File: src/rtl/muldiv_ctrl_if.sv
// muldiv_ctrl_if: request, result and divider/multiplier handshake bundle for
// the HI/LO sequencer.
//   slave  modport : sequencer side (muldiv_ctrl)
//   master modport : control unit plus external divider/multiplier side
// Signals:
//   op_valid/op_code/rs_val/rt_val/cancel   request from the control unit
//   op_ready/busy/done                       request handshake and status
//   rd_data/rd_valid                         MFHI/MFLO read return
//   div_zero_exc                             divide-by-zero pulse
//   hi/lo                                    architectural HI/LO registers
//   div_*   start/reset/operands out, remainder/quotient/zero flag in
//   mult_*  start/operands out, product words in
interface muldiv_ctrl_if;
    logic        op_valid;
    logic [2:0]  op_code;
    logic [31:0] rs_val;
    logic [31:0] rt_val;
    logic        cancel;
    logic        op_ready;
    logic        busy;
    logic        done;
    logic        div_start;
    logic        div_reset;
    logic [31:0] div_q;
    logic [31:0] div_b;
    logic        div_zero_in;
    logic [31:0] div_hi_in;
    logic [31:0] div_lo_in;
    logic        mult_start;
    logic [31:0] mult_a;
    logic [31:0] mult_b;
    logic [31:0] mult_hi_in;
    logic [31:0] mult_lo_in;
    logic [31:0] hi;
    logic [31:0] lo;
    logic [31:0] rd_data;
    logic        rd_valid;
    logic        div_zero_exc;

    modport slave (
        input  op_valid, op_code, rs_val, rt_val, cancel,
        input  div_zero_in, div_hi_in, div_lo_in, mult_hi_in, mult_lo_in,
        output op_ready, busy, done, div_start, div_reset, div_q, div_b,
        output mult_start, mult_a, mult_b, hi, lo, rd_data, rd_valid, div_zero_exc
    );

    modport master (
        output op_valid, op_code, rs_val, rt_val, cancel,
        output div_zero_in, div_hi_in, div_lo_in, mult_hi_in, mult_lo_in,
        input  op_ready, busy, done, div_start, div_reset, div_q, div_b,
        input  mult_start, mult_a, mult_b, hi, lo, rd_data, rd_valid, div_zero_exc
    );
endinterface

File: src/rtl/muldiv_ctrl.sv
// muldiv_ctrl: sequencer for the HI/LO arithmetic unit. Accepts MULT/DIV/
// MFHI/MFLO/MTHI/MTLO requests, launches the external iterative divider or
// multiplier, counts their fixed latency, captures the results into HI/LO
// and holds busy while an operation is in flight. All outputs are registered.
// Ports:
//   clk    rising-edge clock
//   reset  asynchronous, active-low clear
//   bus    muldiv_ctrl_if.slave (request, status, HI/LO, divider/multiplier)
// Optional build macro MULDIV_ZERO_SHORTCUT_EN: a DIV with a zero divisor
// raises div_zero_exc straight from IDLE without running the divider.
module muldiv_ctrl #(
    parameter int unsigned DIV_CYCLES  = 34,
    parameter int unsigned MULT_CYCLES = 33,
    parameter int unsigned CNT_W       = 6
) (
    input  logic         clk,
    input  logic         reset,
    muldiv_ctrl_if.slave bus
);

    typedef enum logic [1:0] {
        IDLE     = 2'd0,
        DIV_RUN  = 2'd1,
        MULT_RUN = 2'd2
    } state_e;

    typedef enum logic [2:0] {
        OP_NOP  = 3'b000,
        OP_MULT = 3'b001,
        OP_DIV  = 3'b010,
        OP_MFHI = 3'b011,
        OP_MFLO = 3'b100,
        OP_MTHI = 3'b101,
        OP_MTLO = 3'b110,
        OP_RSVD = 3'b111
    } op_e;

    localparam logic [CNT_W-1:0] DIV_LOAD  = CNT_W'(DIV_CYCLES - 1);
    localparam logic [CNT_W-1:0] MULT_LOAD = CNT_W'(MULT_CYCLES - 1);

    state_e            state_q;
    logic [CNT_W-1:0]  cnt_q;
    logic              op_ready_q;
    logic              busy_q;
    logic              done_q;
    logic              div_start_q;
    logic              div_reset_q;
    logic [31:0]       div_q_q;
    logic [31:0]       div_b_q;
    logic              mult_start_q;
    logic [31:0]       mult_a_q;
    logic [31:0]       mult_b_q;
    logic [31:0]       hi_q;
    logic [31:0]       lo_q;
    logic [31:0]       rd_data_q;
    logic              rd_valid_q;
    logic              div_zero_exc_q;
    logic              accept;

    // op_ready_q is only ever high in IDLE, so it doubles as the accept gate.
    assign accept = bus.op_valid && op_ready_q;

    always_ff @(posedge clk or negedge reset) begin
        if (!reset) begin
            state_q        <= IDLE;
            cnt_q          <= '0;
            op_ready_q     <= 1'b0;
            busy_q         <= 1'b0;
            done_q         <= 1'b0;
            div_start_q    <= 1'b0;
            div_reset_q    <= 1'b0;
            div_q_q        <= '0;
            div_b_q        <= '0;
            mult_start_q   <= 1'b0;
            mult_a_q       <= '0;
            mult_b_q       <= '0;
            hi_q           <= '0;
            lo_q           <= '0;
            rd_data_q      <= '0;
            rd_valid_q     <= 1'b0;
            div_zero_exc_q <= 1'b0;
        end else begin
            // single-cycle pulses default low
            done_q         <= 1'b0;
            div_start_q    <= 1'b0;
            div_reset_q    <= 1'b0;
            mult_start_q   <= 1'b0;
            rd_valid_q     <= 1'b0;
            div_zero_exc_q <= 1'b0;

            case (state_q)
                IDLE: begin
                    op_ready_q <= 1'b1;
                    if (accept) begin
                        case (op_e'(bus.op_code))
                            OP_MULT: begin
                                mult_a_q     <= bus.rs_val;
                                mult_b_q     <= bus.rt_val;
                                cnt_q        <= MULT_LOAD;
                                mult_start_q <= 1'b1;
                                busy_q       <= 1'b1;
                                op_ready_q   <= 1'b0;
                                state_q      <= MULT_RUN;
                            end
                            OP_DIV: begin
`ifdef MULDIV_ZERO_SHORTCUT_EN
                                if (bus.rt_val == '0) begin
                                    div_zero_exc_q <= 1'b1;
                                end else begin
`else
                                begin
`endif
                                    div_q_q     <= bus.rs_val;
                                    div_b_q     <= bus.rt_val;
                                    cnt_q       <= DIV_LOAD;
                                    div_start_q <= 1'b1;
                                    busy_q      <= 1'b1;
                                    op_ready_q  <= 1'b0;
                                    state_q     <= DIV_RUN;
                                end
                            end
                            OP_MFHI: begin
                                rd_data_q  <= hi_q;
                                rd_valid_q <= 1'b1;
                            end
                            OP_MFLO: begin
                                rd_data_q  <= lo_q;
                                rd_valid_q <= 1'b1;
                            end
                            OP_MTHI: hi_q <= bus.rs_val;
                            OP_MTLO: lo_q <= bus.rs_val;
                            default: ;  // NOP and reserved encoding
                        endcase
                    end
                end

                DIV_RUN, MULT_RUN: begin
                    // cancel takes priority over a completion on the same edge
                    if (bus.cancel) begin
                        div_reset_q <= (state_q == DIV_RUN);
                        cnt_q       <= '0;
                        busy_q      <= 1'b0;
                        op_ready_q  <= 1'b1;
                        state_q     <= IDLE;
                    end else if (cnt_q == '0) begin
                        busy_q     <= 1'b0;
                        op_ready_q <= 1'b1;
                        state_q    <= IDLE;
                        if (state_q == MULT_RUN) begin
                            hi_q   <= bus.mult_hi_in;
                            lo_q   <= bus.mult_lo_in;
                            done_q <= 1'b1;
                        end else if (bus.div_zero_in) begin
                            div_zero_exc_q <= 1'b1;
                        end else begin
                            hi_q   <= bus.div_hi_in;
                            lo_q   <= bus.div_lo_in;
                            done_q <= 1'b1;
                        end
                    end else begin
                        cnt_q <= cnt_q - 1'b1;
                    end
                end

                default: begin
                    busy_q  <= 1'b0;
                    state_q <= IDLE;
                end
            endcase
        end
    end

    assign bus.op_ready     = op_ready_q;
    assign bus.busy         = busy_q;
    assign bus.done         = done_q;
    assign bus.div_start    = div_start_q;
    assign bus.div_reset    = div_reset_q;
    assign bus.div_q        = div_q_q;
    assign bus.div_b        = div_b_q;
    assign bus.mult_start   = mult_start_q;
    assign bus.mult_a       = mult_a_q;
    assign bus.mult_b       = mult_b_q;
    assign bus.hi           = hi_q;
    assign bus.lo           = lo_q;
    assign bus.rd_data      = rd_data_q;
    assign bus.rd_valid     = rd_valid_q;
    assign bus.div_zero_exc = div_zero_exc_q;

endmodule

File: src/flat_wrapper.sv
// flat-port wrapper written by rule: the top's interface ports become plain ports
module muldiv_ctrl_flat 
#(
    parameter int unsigned DIV_CYCLES  = 34,
    parameter int unsigned MULT_CYCLES = 33,
    parameter int unsigned CNT_W       = 6
)
  (clk, reset, bus_op_valid, bus_op_code, bus_rs_val, bus_rt_val, bus_cancel, bus_div_zero_in, bus_div_hi_in, bus_div_lo_in, bus_mult_hi_in, bus_mult_lo_in, bus_op_ready, bus_busy, bus_done, bus_div_start, bus_div_reset, bus_div_q, bus_div_b, bus_mult_start, bus_mult_a, bus_mult_b, bus_hi, bus_lo, bus_rd_data, bus_rd_valid, bus_div_zero_exc);
  muldiv_ctrl_if bus_i ();
  input  logic clk;
  input  logic reset;
  input wire logic [$bits(bus_i.op_valid)-1:0] bus_op_valid;
  input wire logic [$bits(bus_i.op_code)-1:0] bus_op_code;
  input wire logic [$bits(bus_i.rs_val)-1:0] bus_rs_val;
  input wire logic [$bits(bus_i.rt_val)-1:0] bus_rt_val;
  input wire logic [$bits(bus_i.cancel)-1:0] bus_cancel;
  input wire logic [$bits(bus_i.div_zero_in)-1:0] bus_div_zero_in;
  input wire logic [$bits(bus_i.div_hi_in)-1:0] bus_div_hi_in;
  input wire logic [$bits(bus_i.div_lo_in)-1:0] bus_div_lo_in;
  input wire logic [$bits(bus_i.mult_hi_in)-1:0] bus_mult_hi_in;
  input wire logic [$bits(bus_i.mult_lo_in)-1:0] bus_mult_lo_in;
  output wire logic [$bits(bus_i.op_ready)-1:0] bus_op_ready;
  output wire logic [$bits(bus_i.busy)-1:0] bus_busy;
  output wire logic [$bits(bus_i.done)-1:0] bus_done;
  output wire logic [$bits(bus_i.div_start)-1:0] bus_div_start;
  output wire logic [$bits(bus_i.div_reset)-1:0] bus_div_reset;
  output wire logic [$bits(bus_i.div_q)-1:0] bus_div_q;
  output wire logic [$bits(bus_i.div_b)-1:0] bus_div_b;
  output wire logic [$bits(bus_i.mult_start)-1:0] bus_mult_start;
  output wire logic [$bits(bus_i.mult_a)-1:0] bus_mult_a;
  output wire logic [$bits(bus_i.mult_b)-1:0] bus_mult_b;
  output wire logic [$bits(bus_i.hi)-1:0] bus_hi;
  output wire logic [$bits(bus_i.lo)-1:0] bus_lo;
  output wire logic [$bits(bus_i.rd_data)-1:0] bus_rd_data;
  output wire logic [$bits(bus_i.rd_valid)-1:0] bus_rd_valid;
  output wire logic [$bits(bus_i.div_zero_exc)-1:0] bus_div_zero_exc;
  assign bus_i.op_valid = bus_op_valid;
  assign bus_i.op_code = bus_op_code;
  assign bus_i.rs_val = bus_rs_val;
  assign bus_i.rt_val = bus_rt_val;
  assign bus_i.cancel = bus_cancel;
  assign bus_i.div_zero_in = bus_div_zero_in;
  assign bus_i.div_hi_in = bus_div_hi_in;
  assign bus_i.div_lo_in = bus_div_lo_in;
  assign bus_i.mult_hi_in = bus_mult_hi_in;
  assign bus_i.mult_lo_in = bus_mult_lo_in;
  assign bus_op_ready = bus_i.op_ready;
  assign bus_busy = bus_i.busy;
  assign bus_done = bus_i.done;
  assign bus_div_start = bus_i.div_start;
  assign bus_div_reset = bus_i.div_reset;
  assign bus_div_q = bus_i.div_q;
  assign bus_div_b = bus_i.div_b;
  assign bus_mult_start = bus_i.mult_start;
  assign bus_mult_a = bus_i.mult_a;
  assign bus_mult_b = bus_i.mult_b;
  assign bus_hi = bus_i.hi;
  assign bus_lo = bus_i.lo;
  assign bus_rd_data = bus_i.rd_data;
  assign bus_rd_valid = bus_i.rd_valid;
  assign bus_div_zero_exc = bus_i.div_zero_exc;
  muldiv_ctrl #(.DIV_CYCLES(DIV_CYCLES), .MULT_CYCLES(MULT_CYCLES), .CNT_W(CNT_W)) u_core (.clk(clk), .reset(reset), .bus(bus_i));
endmodule
File: config.mk
export PLATFORM = sky130hd
export DESIGN_NAME = muldiv_ctrl_flat
export DESIGN_NICKNAME = d
export VERILOG_FILES = /design/src/rtl/muldiv_ctrl_if.sv /design/src/rtl/muldiv_ctrl.sv /design/src/flat_wrapper.sv
export SDC_FILE = /design/constraint.sdc
export NUM_CORES = 1
export LEC_CHECK = 0
export CORE_UTILIZATION = 30
export CTS_CLUSTER_DIAMETER = 30
export CTS_CLUSTER_SIZE = 16
export DETAILED_ROUTE_END_ITERATION = 6
export SLEW_MARGIN = 20
export SYNTH_ARGS = -nofsm -noshare
export SYNTH_HDL_FRONTEND = slang
export SYNTH_SLANG_ARGS = --single-unit
File: constraint.sdc
create_clock -name clk -period 3.55 [get_ports clk]
set_clock_uncertainty 0.15 [all_clocks]
set_input_delay 0.8875 -clock clk [delete_from_list [all_inputs] [get_ports clk]]
set_output_delay 0.8875 -clock clk [all_outputs]
set_load 0.005 [all_outputs]
### Yosys cells after proc, flatten, opt, wreduce, memory -nomap -nowiden

Cells that the tools add are included.

* reductions and logical operators: 17
* mux-type cells: 56
* eq/ne operators: 18
* add/subtract/negate cells: 1

Operators by type and width (count)
* 2-to-1 mux 32 bit: 12
* case mux 32 bit (2 select lines): 3
* 2-to-1 mux 1 bit: 29
* case mux 6 bit (2 select lines): 2
* 2-to-1 mux 6 bit: 3
* AND reduction 3 bit: 5
* AND reduction 6 bit: 2
* == test 3 bit (second input constant): 3
* != test 2 bit (second input constant): 4
* case mux 2 bit (2 select lines): 2
* == test 3 x 2 -> 1 bit (second input constant): 2
* logical NOT 6 bit: 1
* 2-to-1 mux 2 bit: 3
* != test 3 x 2 -> 1 bit (second input constant): 2
* != test 3 bit (second input constant): 2
* OR reduction 2 bit: 3
* subtractor 6 x 1 -> 6 bit (second input constant): 1
* != test 2 x 1 -> 1 bit (second input constant): 2
* case mux 1 bit (2 select lines): 2
* AND reduction 4 bit: 1
* nonzero test 2 bit: 2
* == test 3 x 1 -> 1 bit (second input constant): 1
* == test 2 x 1 -> 1 bit (second input constant): 1
* == test 2 bit (second input constant): 1
* 3 further kinds: 3

* output and inout port bits: 232
* word-level logic and storage cells: 109
* register bits: 240
* input port bits: 200

### Longest topological paths before layout

Gate-level depths: netlist of run 1.

* depth in word-level cells: 5
* mapped depth: 8
* mapped depth without buffers: 6

### Worst setup path after synthesis of run 1

OpenSTA, ideal clock, no wires.

* path kind: input to register
* from: in bus_op_code[0]
* to: reg u_core.div_b_q[0], in the netlist u_core.bus.div_b[0]
* stages: 5
* data arrival time: 2237 ps
* path slack: 1038 ps
* buffers on the path: 2
* library setup time: 125 ps
* data required time: 3275 ps
* cell sequence: or3b_2 nor2_1 buf_2 buf_2 mux2_2

* word-level cells in the longest chain between the ends: 2

RTL lines
* start, declared: RTL line flat_wrapper.sv:13 `input wire logic [$bits(bus_i.op_code)-1:0] bus_op_code;`
* == test 3 x 2 -> 1 bit: RTL line muldiv_ctrl.sv:95 `case (op_e'(bus.op_code))`
* AND reduction 3 bit (no source line)
* end signal, assigned: RTL line muldiv_ctrl.sv:114 `div_b_q <= bus.rt_val;`
* end, declared: RTL line muldiv_ctrl.sv:49 `logic [31:0] div_b_q;`

No other way between the ends.
A chain may end at the register's enable or synchronous reset.

### Worst setup path in the final report of run 1

* from: reg u_core.state_q[1]
* to: reg u_core.busy_q, in the netlist u_core.bus.busy

* word-level cells in the longest chain between the ends: 4
* elaborated cells on any way between the ends: 9
* those cells by class: eq/ne: 5; mux: 1; reduce/logical: 3

RTL lines
* start, declared: RTL line muldiv_ctrl.sv:41 `state_e state_q;`
* start signal, assigned: RTL line muldiv_ctrl.sv:65 `state_q <= IDLE;`
* start signal, assigned: RTL line muldiv_ctrl.sv:103 `state_q <= MULT_RUN;`
* start signal, assigned: RTL line muldiv_ctrl.sv:119 `state_q <= DIV_RUN;`
* == test 2 bit or == test 2 x 1 -> 1 bit (tied branches): RTL line muldiv_ctrl.sv:91 `case (state_q)`
* OR reduction 2 bit: RTL line muldiv_ctrl.sv:91
* != test 3 x 2 -> 1 bit (no source line)
* AND reduction 3 bit (no source line)
* end signal, assigned: RTL line muldiv_ctrl.sv:101 `busy_q <= 1'b1;`
* end signal, assigned: RTL line muldiv_ctrl.sv:117 `busy_q <= 1'b1;`
* end signal, assigned: RTL line muldiv_ctrl.sv:142 `busy_q <= 1'b0;`
* end, declared: RTL line muldiv_ctrl.sv:44 `logic busy_q;`

Several ways; a longest one is shown, not always the timed one.

==> results.json, run 1 <==
{
  "outcome": "finished, final reports clean",
  "synth_top_area_share_pct": 56.3,
  "synthArstFlopShare_pct": 100,
  "antenna_found_initial": 0,
  "reg2reg_from": "u_core.state_q[1]",
  "setup_tns_ns": 0,
  "critPathMaxStageDelay_ns": 0.57,
  "highest_layer": "met4",
  "syn_area_um2": 10700,
  "final_nets": 1494,
  "viasPerCell": 4.66,
  "placed_cell_area_um2": 15700,
  "die_width_um": 191,
  "initial_utilization_pct": 30.6,
  "cp-startpoint": "u_core.state_q[1]",
  "drt_iter0_markers": 211,
  "relSlewSlack_pct": 57.6,
  "min_period_ns": 2.62,
  "synthTopCellsByCount": "dfrtp_1, mux2_2, a21oi_1, mux2i_1, nor2_1",
  "cts_buffers": 59,
  "routed_wl_um": 34500,
  "cts_buffer_depth": 3,
  "avgSynthCellArea_um2": 13.0,
  "place_inst": 1681,
  "irDropWorstVdd_v": 0.000562,
  "synth-simple-area-share_pct": 4.56,
  "cts-root-buf": "clkbuf_16",
  "fin_area_um2": 17700,
  "ys_seq_area_share_pct": 56.3,
  "synth_compound_area_share_pct": 5.97,
  "synthTopCellsByArea": "dfrtp_1, mux2_2, mux2i_1",
  "crit_path_start_kind": "flip-flop",
  "route.met3.wl_um": 3290,
  "synth_top_family_by_area": "multiplexers",
  "wl_met2_um": 16700,
  "antenna_cells": 0,
  "io_buffers": 431,
  "row_count": 68,
  "drive_gt1_share_pct": 24.4,
  "fmax_mhz": 382,
  "fillerInstances": 3071,
  "cts_resized": 0,
  "postSynthNetCount": 1028,
  "worst_pin_slew_ns": 0.637,
  "area_growth_pct": 65.9,
  "required_ns": 3.82,
  "hold_viol": 0,
  "ys_ff_latch": 240,
  "globalRouteOverflowTotal": 0,
  "fin_crit_sh_pct": 73.8,
  "dp_hpwl_um": 25000,
  "track_usage_pct": 18.8,
  "synth_cell_type_count": 41,
  "drv_slew": 0,
  "finalSetupViolCount": 0,
  "synthFlopType": "dfrtp_1",
  "synth_edf_count": 0,
  "place.gp.congestion": 0.830,
  "path_cells": "inv_1 -> ha_4 -> nor2b_1 -> o21ai_0 -> nand2_1 -> mux2_2",
  "critPathKind": "reg2reg",
  "ios": 432,
  "met1_length_um": 14000,
  "arrival_ns": 2.89,
  "syn_inst": 821,
  "dr.pass1.iters": 4,
  "p_leak_nw": 7.37,
  "synthAdderAreaFrac_pct": 0.821,
  "cts-htree-levels": 2,
  "cts_tree": "built",
  "critPathSlowestCell": "ha_4",
  "hold_class": "in2async",
  "grt_max_degree": 79,
  "grt_pass1_wl_um": 52500,
  "insertion_delay_ns": 0.55,
  "vias": 8325,
  "cap_violations": 0,
  "postRouteAntennaNets": 0,
  "cp-end-kind": "flip-flop",
  "yosysMostFrequentCell": "dfrtp_1",
  "synth.area.mux_share_pct": 29.6,
  "stdcell_count": 1788,
  "cts_hold_buf": 0,
  "drt-wirelength-per-cell_um": 19.3,
  "grt_pass1_vias": 8938,
  "synth_xor_area_share_pct": 0.0821,
  "numClockSinks": 240,
  "dieArea_um2": 36300,
  "rsz0062_at_grt": "false",
  "path_clk_slew_ns": 0.05,
  "drc_errors": 0,
  "cp_max_fo": 39,
  "die_y_um": 191,
  "power_density_nw_per_um2": 1010,
  "fp.coreArea_um2": 34800,
  "synth_top_cell_by_area": "dfrtp_1",
  "post_cts.repair.setup_buffers": 0,
  "yosys_warnings": 0
}
==> registers in the layout (all words and copies together), names as in the netlist <==
register / count
u_core.bus.mult_a: 32
u_core.bus.lo: 32
u_core.bus.div_start: 1
u_core.bus.div_q: 32
u_core.bus.mult_b: 32
u_core.bus.op_ready: 1
u_core.bus.div_zero_exc: 1
u_core.bus.rd_valid: 1
u_core.bus.hi: 32
u_core.cnt_q: 6
u_core.bus.mult_start: 1
u_core.bus.rd_data: 32
u_core.bus.busy: 1
u_core.bus.div_reset: 1
u_core.bus.done: 1
u_core.state_q: 2
u_core.bus.div_b: 32
==> path summary, 6_finish.rpt <==
path | to | slack [ns] | depth (start not counted)
min reg2reg | u_core.bus.div_q[24] | 0.35 | 1
max | u_core.bus.busy | 0.93 | 6
max in group asynchronous | u_core.bus.rd_data[10] | 2.35 | 2
min | u_core.bus.mult_a[10] | 0.19 | 1
min in group clk | u_core.bus.div_q[24] | 0.35 | 1
max reg2reg | u_core.bus.busy | 0.93 | 6
==> worst max-delay path: cells and delay by family (launching register included) <==
family                     cells  cell delay [ns]
and+or+nand+nor                2             0.68
adders and majority gates      1             0.57
DFF                            1             0.42
muxes                          1             0.35
AOI/OAI and AO/OA              1             0.21
buffers and inverters          1             0.12
==> logic make-up (layout without fill, tap and decap cells) <==
kind of cell | count (synthesis) | count (layout)
compound gates | 117 | 117
xor+xnor | 1 | 1
fa+ha+maj | 7 | 7
buf+inv | 61 | 573
flops | 240 | 240
mux | 291 | 291
simple gates | 104 | 104
==> cell type report <==
type / count / area (um2) / area share (%)
flip-flops and latches: 240 / 6010 / 33.9
clock inverters: 23 / 305 / 1.73
inverters: 11 / 41.3 / 0.233
clock buffers: 84 / 1730 / 9.79
well taps: 455 / 569 / 3.22
multi-input cells: 520 / 4420 / 25.0
repair buffers: 455 / 4620 / 26.1
==> per-stage QoR <==
step / util, % / power (mW) / setup slack [ns] / hold WS [ns]
after floorplan: - / 8.38 / 1.04 / 0.329
after global placement: 45.0 / 12.5 / 0.437 / 0.339
after detailed placement: 45.0 / 12.5 / 0.415 / 0.344
after CTS: 50.8 / 18.1 / 0.876 / 0.192
after global routing: 50.8 / 18.8 / 0.749 / 0.220
final: 50.8 / 17.8 / 0.931 / 0.194
==> layout by cell type, fill, tap and decap left out, drive strengths merged, types with 2 or more instances in the layout <==
cell type,n
dfrtp,240
a31oi,4
ha,7
a21oi,98
o21ai,6
nor3b,2
mux2,193
clkdlybuf4s50,430
buf,25
nand3,9
o211ai,3
clkinv,15
clkbuf,84
or3,2
inv,12
mux2i,98
nand2,2
nor2,68
and3,2
nand4,2
nor2b,3
nand2b,4
bufinv,6
nor3,4
==> where the power goes <==
group / leakage, nW / switching [mW] / internal (mW) / total, mW
registers: 2.86 / 0.825 / 4.11 / 4.93
logic: 3.50 / 3.04 / 4.47 / 7.51
clock network: 1.00 / 1.59 / 3.78 / 5.37
total: 7.37 / 5.46 / 12.4 / 17.8
==> routing by layer <==
| metal | track usage (%) | vias up |
|---|---|---|
| met1 | 22.4 | 4058 |
| met5 | 0 | - |
| met4 | 4.98 | 0 |
| met3 | 7.07 | 44 |
| li1 | - | 3898 |
| met2 | 31.6 | 325 |
Power figures use the tool's default switching activity.
==> inputs of run 2 (changes only) <==
==> constraint.sdc (replaced) <==
create_clock -name clk -period 2.1 [get_ports clk]
set_clock_uncertainty 0.15 [all_clocks]
set_input_delay 0.525 -clock clk [delete_from_list [all_inputs] [get_ports clk]]
set_output_delay 0.525 -clock clk [all_outputs]
set_load 0.005 [all_outputs]
==> run 2 against run 1 <==
Against the previous run:
- cell count is 4.5% higher
- design area up 5.3%
- largest cell class unchanged
- sequential share of layout area shrank 1.7 points
- the run now ends with negative setup slack left
- register-to-register slack worse by 1.1 ns
- critical path depth rose by 1
- clock power increased by 88%
==> results.json, run 2 (synthesis results as in run 1) <==
{
  "holdWs_ns": 0.348,
  "area_growth_pct": 74.7,
  "drt-wirelength-per-cell_um": 19.5,
  "switching_share_pct": 30.7,
  "fp.coreArea_um2": 34800,
  "place.gp.congestion": 0.810,
  "die_y_um": 191,
  "placed_cell_area_um2": 16200,
  "drive_gt1_share_pct": 29.3,
  "power_density_nw_per_um2": 1670,
  "cts_tree": "built",
  "routed_wl_um": 36400,
  "cts-htree-levels": 3,
  "fin_crit_sh_pct": 106,
  "fillerInstances": 3032,
  "fin_area_um2": 18600,
  "crit_path_start_kind": "flip-flop",
  "place_inst": 1734,
  "required_ns": 2.35,
  "postRouteAntennaNets": 0,
  "numClockSinks": 240,
  "hold_class": "reg2reg",
  "grt_max_degree": 51,
  "cp-end-kind": "flip-flop",
  "critPathKind": "reg2reg",
  "power_frac_clock_pct": 32.4,
  "layout_common_cells": "clkdlybuf4s50_1, dfrtp_1, mux2_2, dlygate4sd2_1",
  "insertion_delay_ns": 0.53,
  "drt_iter0_markers": 229,
  "stdcell_count": 1868,
  "relSlewSlack_pct": 71.1,
  "drc_errors": 0,
  "power.total_mw": 31.1,
  "track_usage_pct": 19.7,
  "p_leak_nw": 8.66,
  "final_nets": 1571,
  "dr.pass1.iters": 4,
  "path_clk_slew_ns": 0.04,
  "rsz0062_at_grt": "true",
  "ff2ff_setup_slack_ns": -0.13,
  "min_period_ns": 2.23,
  "cp_max_fo": 22,
  "grt_pass1_vias": 9430,
  "final_common_cell": "clkdlybuf4s50_1",
  "fin_ws_ns": -0.126,
  "intPower_mw": 21.5,
  "irDropWorstVdd_v": 0.00104,
  "io_buffers": 431,
  "vias": 8687,
  "die_width_um": 191,
  "p_sw_mw": 9.54,
  "cts_buffers": 66,
  "dieArea_um2": 36300,
  "regArea_um2": 6010,
  "hold_viol": 0,
  "pwr-share-seq_pct": 26.5,
  "worst_pin_slew_ns": 0.431,
  "drv_slew": 0,
  "viasPerCell": 4.65,
  "cts_buffer_depth": 3,
  "initial_utilization_pct": 30.6,
  "antenna_found_initial": 1,
  "fmax_mhz": 449,
  "cts-root-buf": "clkbuf_16",
  "dp_hpwl_um": 26600,
  "combPwrFrac_pct": 41.1,
  "finalSetupViolCount": 64,
  "utilization_pct": 53.5,
  "outcome": "finished, violations left",
  "grt_pass1_wl_um": 54300,
  "globalRouteOverflowTotal": 0,
  "row_count": 68,
  "multi_input_area_um2": 4470,
  "violations": "negative setup slack",
  "ios": 432,
  "cap_violations": 0,
  "arrival_ns": 2.48
}
-- run 2: worst max-delay path, cell delays in order, from the launching register on --
cell and delay (ns):
dfrtp_1 0.38, inv_2 0.08, ha_4 0.13, or2b_4 0.27, o41ai_4 0.39, nand3_2 0.17, buf_12 0.20, mux2_4 0.31
-- run 2: stage by stage --
step | setup slack (ns) | setup TNS (ns)
finish | -0.126 | -4.90
global route | -0.198 | -10.44
CTS | -0.116 | -5.08
detailed placement | -0.533 | -92.63
global placement | -0.502 | -86.29
floorplan | -0.0637 | -2.12
-- run 2: layout make-up --
type | instances | area share (%)
sequential | 240 | 32.2
timing repair buffer | 525 | 28.2
multi-input combinational | 520 | 24.0
clock buffer | 98 | 11.0
tap | 455 | 3.06
clock inverter | 18 | 1.24
inverter | 11 | 0.222
antenna | 1 | 0.0134
-- run 2: final timing paths --
path                                  startpoint                      end  cells after the start
max                              u_core.cnt_q[1]        u_core.bus.hi[25]                      7
max reg2reg                      u_core.cnt_q[1]        u_core.bus.hi[25]                      7
min                        u_core.bus.mult_b[15]    u_core.bus.mult_b[15]                      1
min in group asynchronous                  reset  u_core.bus.div_zero_exc                      2
min reg2reg                u_core.bus.mult_b[15]    u_core.bus.mult_b[15]                      1
max in group asynchronous                  reset         u_core.bus.hi[1]                      3
-- run 2: layer usage --
layer	routed length, um	track usage [%]
met3	3240	7.29
met5	0	0
met4	807	6.68
met2	17100	32.2
met1	15200	23.8
-- run 2: power groups by stage --
stage	Combinational, mW	Clock, mW	Sequential, mW
final	12.8	10.1	8.23
after global placement	13.5	0	8.30
after detailed placement	13.6	0	8.36
after CTS	13.0	10.3	8.29
after global routing	13.8	10.5	8.55
after floorplan	5.95	0	8.37
-- run 2: repair_timing --
item                                    in CTS  in global routing
hold endpoints to repair                    35                  0
setup buffers                                8                  7
pin swaps                                    2                  2
hold buffers                                 1                  0
cloned                                       0                  1
endpoints found under the setup margin     262                183
gates resized for setup                    132                 61
==> inputs of run 3 (changes only) <==
--- a/config.mk
+++ b/config.mk
@@ -5,11 +5,12 @@
 export SDC_FILE = /design/constraint.sdc
 export NUM_CORES = 1
 export LEC_CHECK = 0
+export ABC_AREA = 1
+export CAP_MARGIN = 40
 export CORE_UTILIZATION = 30
 export CTS_CLUSTER_DIAMETER = 30
 export CTS_CLUSTER_SIZE = 16
 export DETAILED_ROUTE_END_ITERATION = 6
-export SLEW_MARGIN = 20
 export SYNTH_ARGS = -nofsm -noshare
 export SYNTH_HDL_FRONTEND = slang
 export SYNTH_SLANG_ARGS = --single-unit
==> run 3 against run 2 <==
Against the previous run:
- critical endpoint is now bus_div_b[24]
- first-iteration DRC count up 110%
- non-clock buffer count is 16 lower
- sequential cell count is the same
- the run now ends clean
- register-to-register slack better by 0.29 ns
==> results.json, run 3 <==
{
  "holdWs_ns": 0.324,
  "irDropWorstVdd_v": 0.000855,
  "synthTopCellsByArea": "dfrtp_1, nand2_1, o21ai_0",
  "syn_inst": 1340,
  "place.gp.congestion": 0.815,
  "drc_errors": 0,
  "dp_hpwl_um": 29200,
  "ff2ff_setup_slack_ns": 0.16,
  "final_common_cell": "nand2_1",
  "postRouteAntennaNets": 0,
  "cp-end-kind": "output pin",
  "critPathKind": "reg2out",
  "grt_pass1_vias": 10800,
  "critPathSlowestCell": "clkdlybuf4s50_1",
  "synthFlopType": "dfrtp_1",
  "dr.pass1.iters": 5,
  "synth_edf_count": 0,
  "critPathMaxStageDelay_ns": 0.51,
  "cap_violations": 0,
  "dieArea_um2": 37800,
  "path_cells": "clkdlybuf4s50_1",
  "fin_ws_ns": 0.0348,
  "fin_crit_sh_pct": 98.3,
  "cts-htree-levels": 3,
  "drt_iter0_markers": 490,
  "pre_cts_ws_ns": -0.197,
  "crit_path_start_kind": "flip-flop",
  "track_usage_pct": 20.7,
  "regArea_um2": 6010,
  "cts_buffers": 67,
  "io_buffers": 431,
  "cts_buffer_depth": 3,
  "ys_ff_latch": 240,
  "synth_top_cell_by_area": "dfrtp_1",
  "power.total_mw": 29.7,
  "stdcell_count": 2356,
  "finalSetupViolCount": 0,
  "area_growth_pct": 65.5,
  "grt_max_degree": 80,
  "antenna_cells": 0,
  "drt-wirelength-per-cell_um": 16.7,
  "p_leak_nw": 9.52,
  "globalRouteOverflowTotal": 0,
  "routed_wl_um": 39400,
  "setup_tns_ns": 0,
  "relSlewSlack_pct": 63.0,
  "multi_input_area_um2": 4210,
  "yosysMostFrequentCell": "nand2_1",
  "cts-root-buf": "clkbuf_16",
  "fillerInstances": 3513,
  "hold_viol": 0,
  "die_y_um": 195,
  "path_clk_slew_ns": 0.04,
  "final_nets": 2046,
  "initial_utilization_pct": 30.4,
  "crit_buf_inv": 1,
  "cts_tree": "built",
  "grt_pass1_wl_um": 60700,
  "layout_common_cells": "nand2_1, dfrtp_1, dlygate4sd2_1, clkdlybuf4s50_1, o21ai_0",
  "outcome": "finished, final reports clean",
  "arrival_ns": 1.39,
  "hold_class": "reg2reg",
  "viasPerCell": 4.50,
  "insertion_delay_ns": 0.55,
  "avgSynthCellArea_um2": 8.30,
  "antenna_found_initial": 0,
  "worst_pin_slew_ns": 0.555,
  "synthTopCellsByCount": "nand2_1, dfrtp_1, o21ai_0, inv_1, a21oi_1",
  "numClockSinks": 240,
  "row_count": 70,
  "syn_area_um2": 11100,
  "yosys_warnings": 0,
  "cp_max_fo": 2,
  "rsz0062_at_grt": "false",
  "ys_seq_area_share_pct": 54.0,
  "synth_top_area_share_pct": 54.0,
  "required_ns": 1.42,
  "fp.coreArea_um2": 36500,
  "min_period_ns": 2.07,
  "postSynthNetCount": 1547,
  "ios": 432,
  "fmax_mhz": 484,
  "drive_gt1_share_pct": 12.8,
  "drv_slew": 0,
  "place_inst": 2222,
  "synthArstFlopShare_pct": 100,
  "vias": 10600,
  "critPathTopFamily": "buffers and inverters",
  "synth_cell_type_count": 26,
  "power_density_nw_per_um2": 1610,
  "die_width_um": 195
}
## run 3: cell types whose count changed after synthesis, moves of 17 or more
cell,change
o21ai_1,+52
a21oi_1,-17
o21a_1,+32
a21oi_2,+17
o21ai_2,+22
mux2i_1,-98
o21ai_0,+115
nand2_1,+464
inv_1,+107
buf_6,+18
mux2_2,-189
## run 3: per-layer routing
metal / wire, um / GRT usage (%) / up-vias
li1: - / - / 5264
met1: 17000 / 25.9 / 4904
met5: 0 / 0 / -
met2: 18500 / 33.8 / 374
met4: 856 / 7.61 / 0
met3: 3100 / 6.21 / 61
## run 3: metrics by stage
step | util (%) | area, um2
floorplan | - | 11100
global placement | 44.5 | 16200
detailed placement | 44.5 | 16200
CTS | 50.2 | 18300
global route | 50.4 | 18400
finish | 50.4 | 18400
## run 3: area by class of cell
type / instances / area share (%)
repair buffers: 509 / 26.7
multi-input cells: 902 / 22.9
flip-flops and latches: 240 / 32.6
clock inverters: 29 / 1.92
well taps: 468 / 3.18
inverters: 119 / 2.43
clock buffers: 89 / 10.2
## run 3: cell families after synthesis
group / synth area share [%]
adders and majority gates: 0.788
DFF: 54.0
and+or+nand+nor: 19.8
AOI/OAI and AO/OA: 16.8
buffers and inverters: 8.59
## run 3: path summary, 6_finish.rpt
kind | start | end | cells after the start
max in group asynchronous | reset | u_core.bus.hi[23] | 3
setup reg to reg | u_core.state_q[1] | u_core.bus.hi[2] | 9
hold reg to reg | u_core.bus.div_q[8] | u_core.bus.div_q[8] | 2
setup / recovery | u_core.bus.div_b[24] | bus_div_b[24] | 1
min in group asynchronous | reset | u_core.bus.mult_b[0] | 2
hold / removal | u_core.bus.div_q[8] | u_core.bus.div_q[8] | 2
## run 3: worst min-delay path, stage by stage (launching register included)
cell,delay [ns]
dfrtp_1,0.33
nand2_1,0.05
o21ai_0,0.05
## run 3: repair_timing
action | 4_1_cts | 5_1_grt
hold endpoints to repair | 51 | 0
gates resized for setup | 207 | 27
hold buffers | 1 | 0
setup buffers | 13 | 2
endpoints found under the setup margin | 212 | 78
pin swaps | 0 | 1
## run 3: power breakdown
group | switching, mW | internal (mW)
registers | 1.29 | 6.86
clock network | 2.91 | 6.96
logic | 6.29 | 5.35
total | 10.5 | 19.2
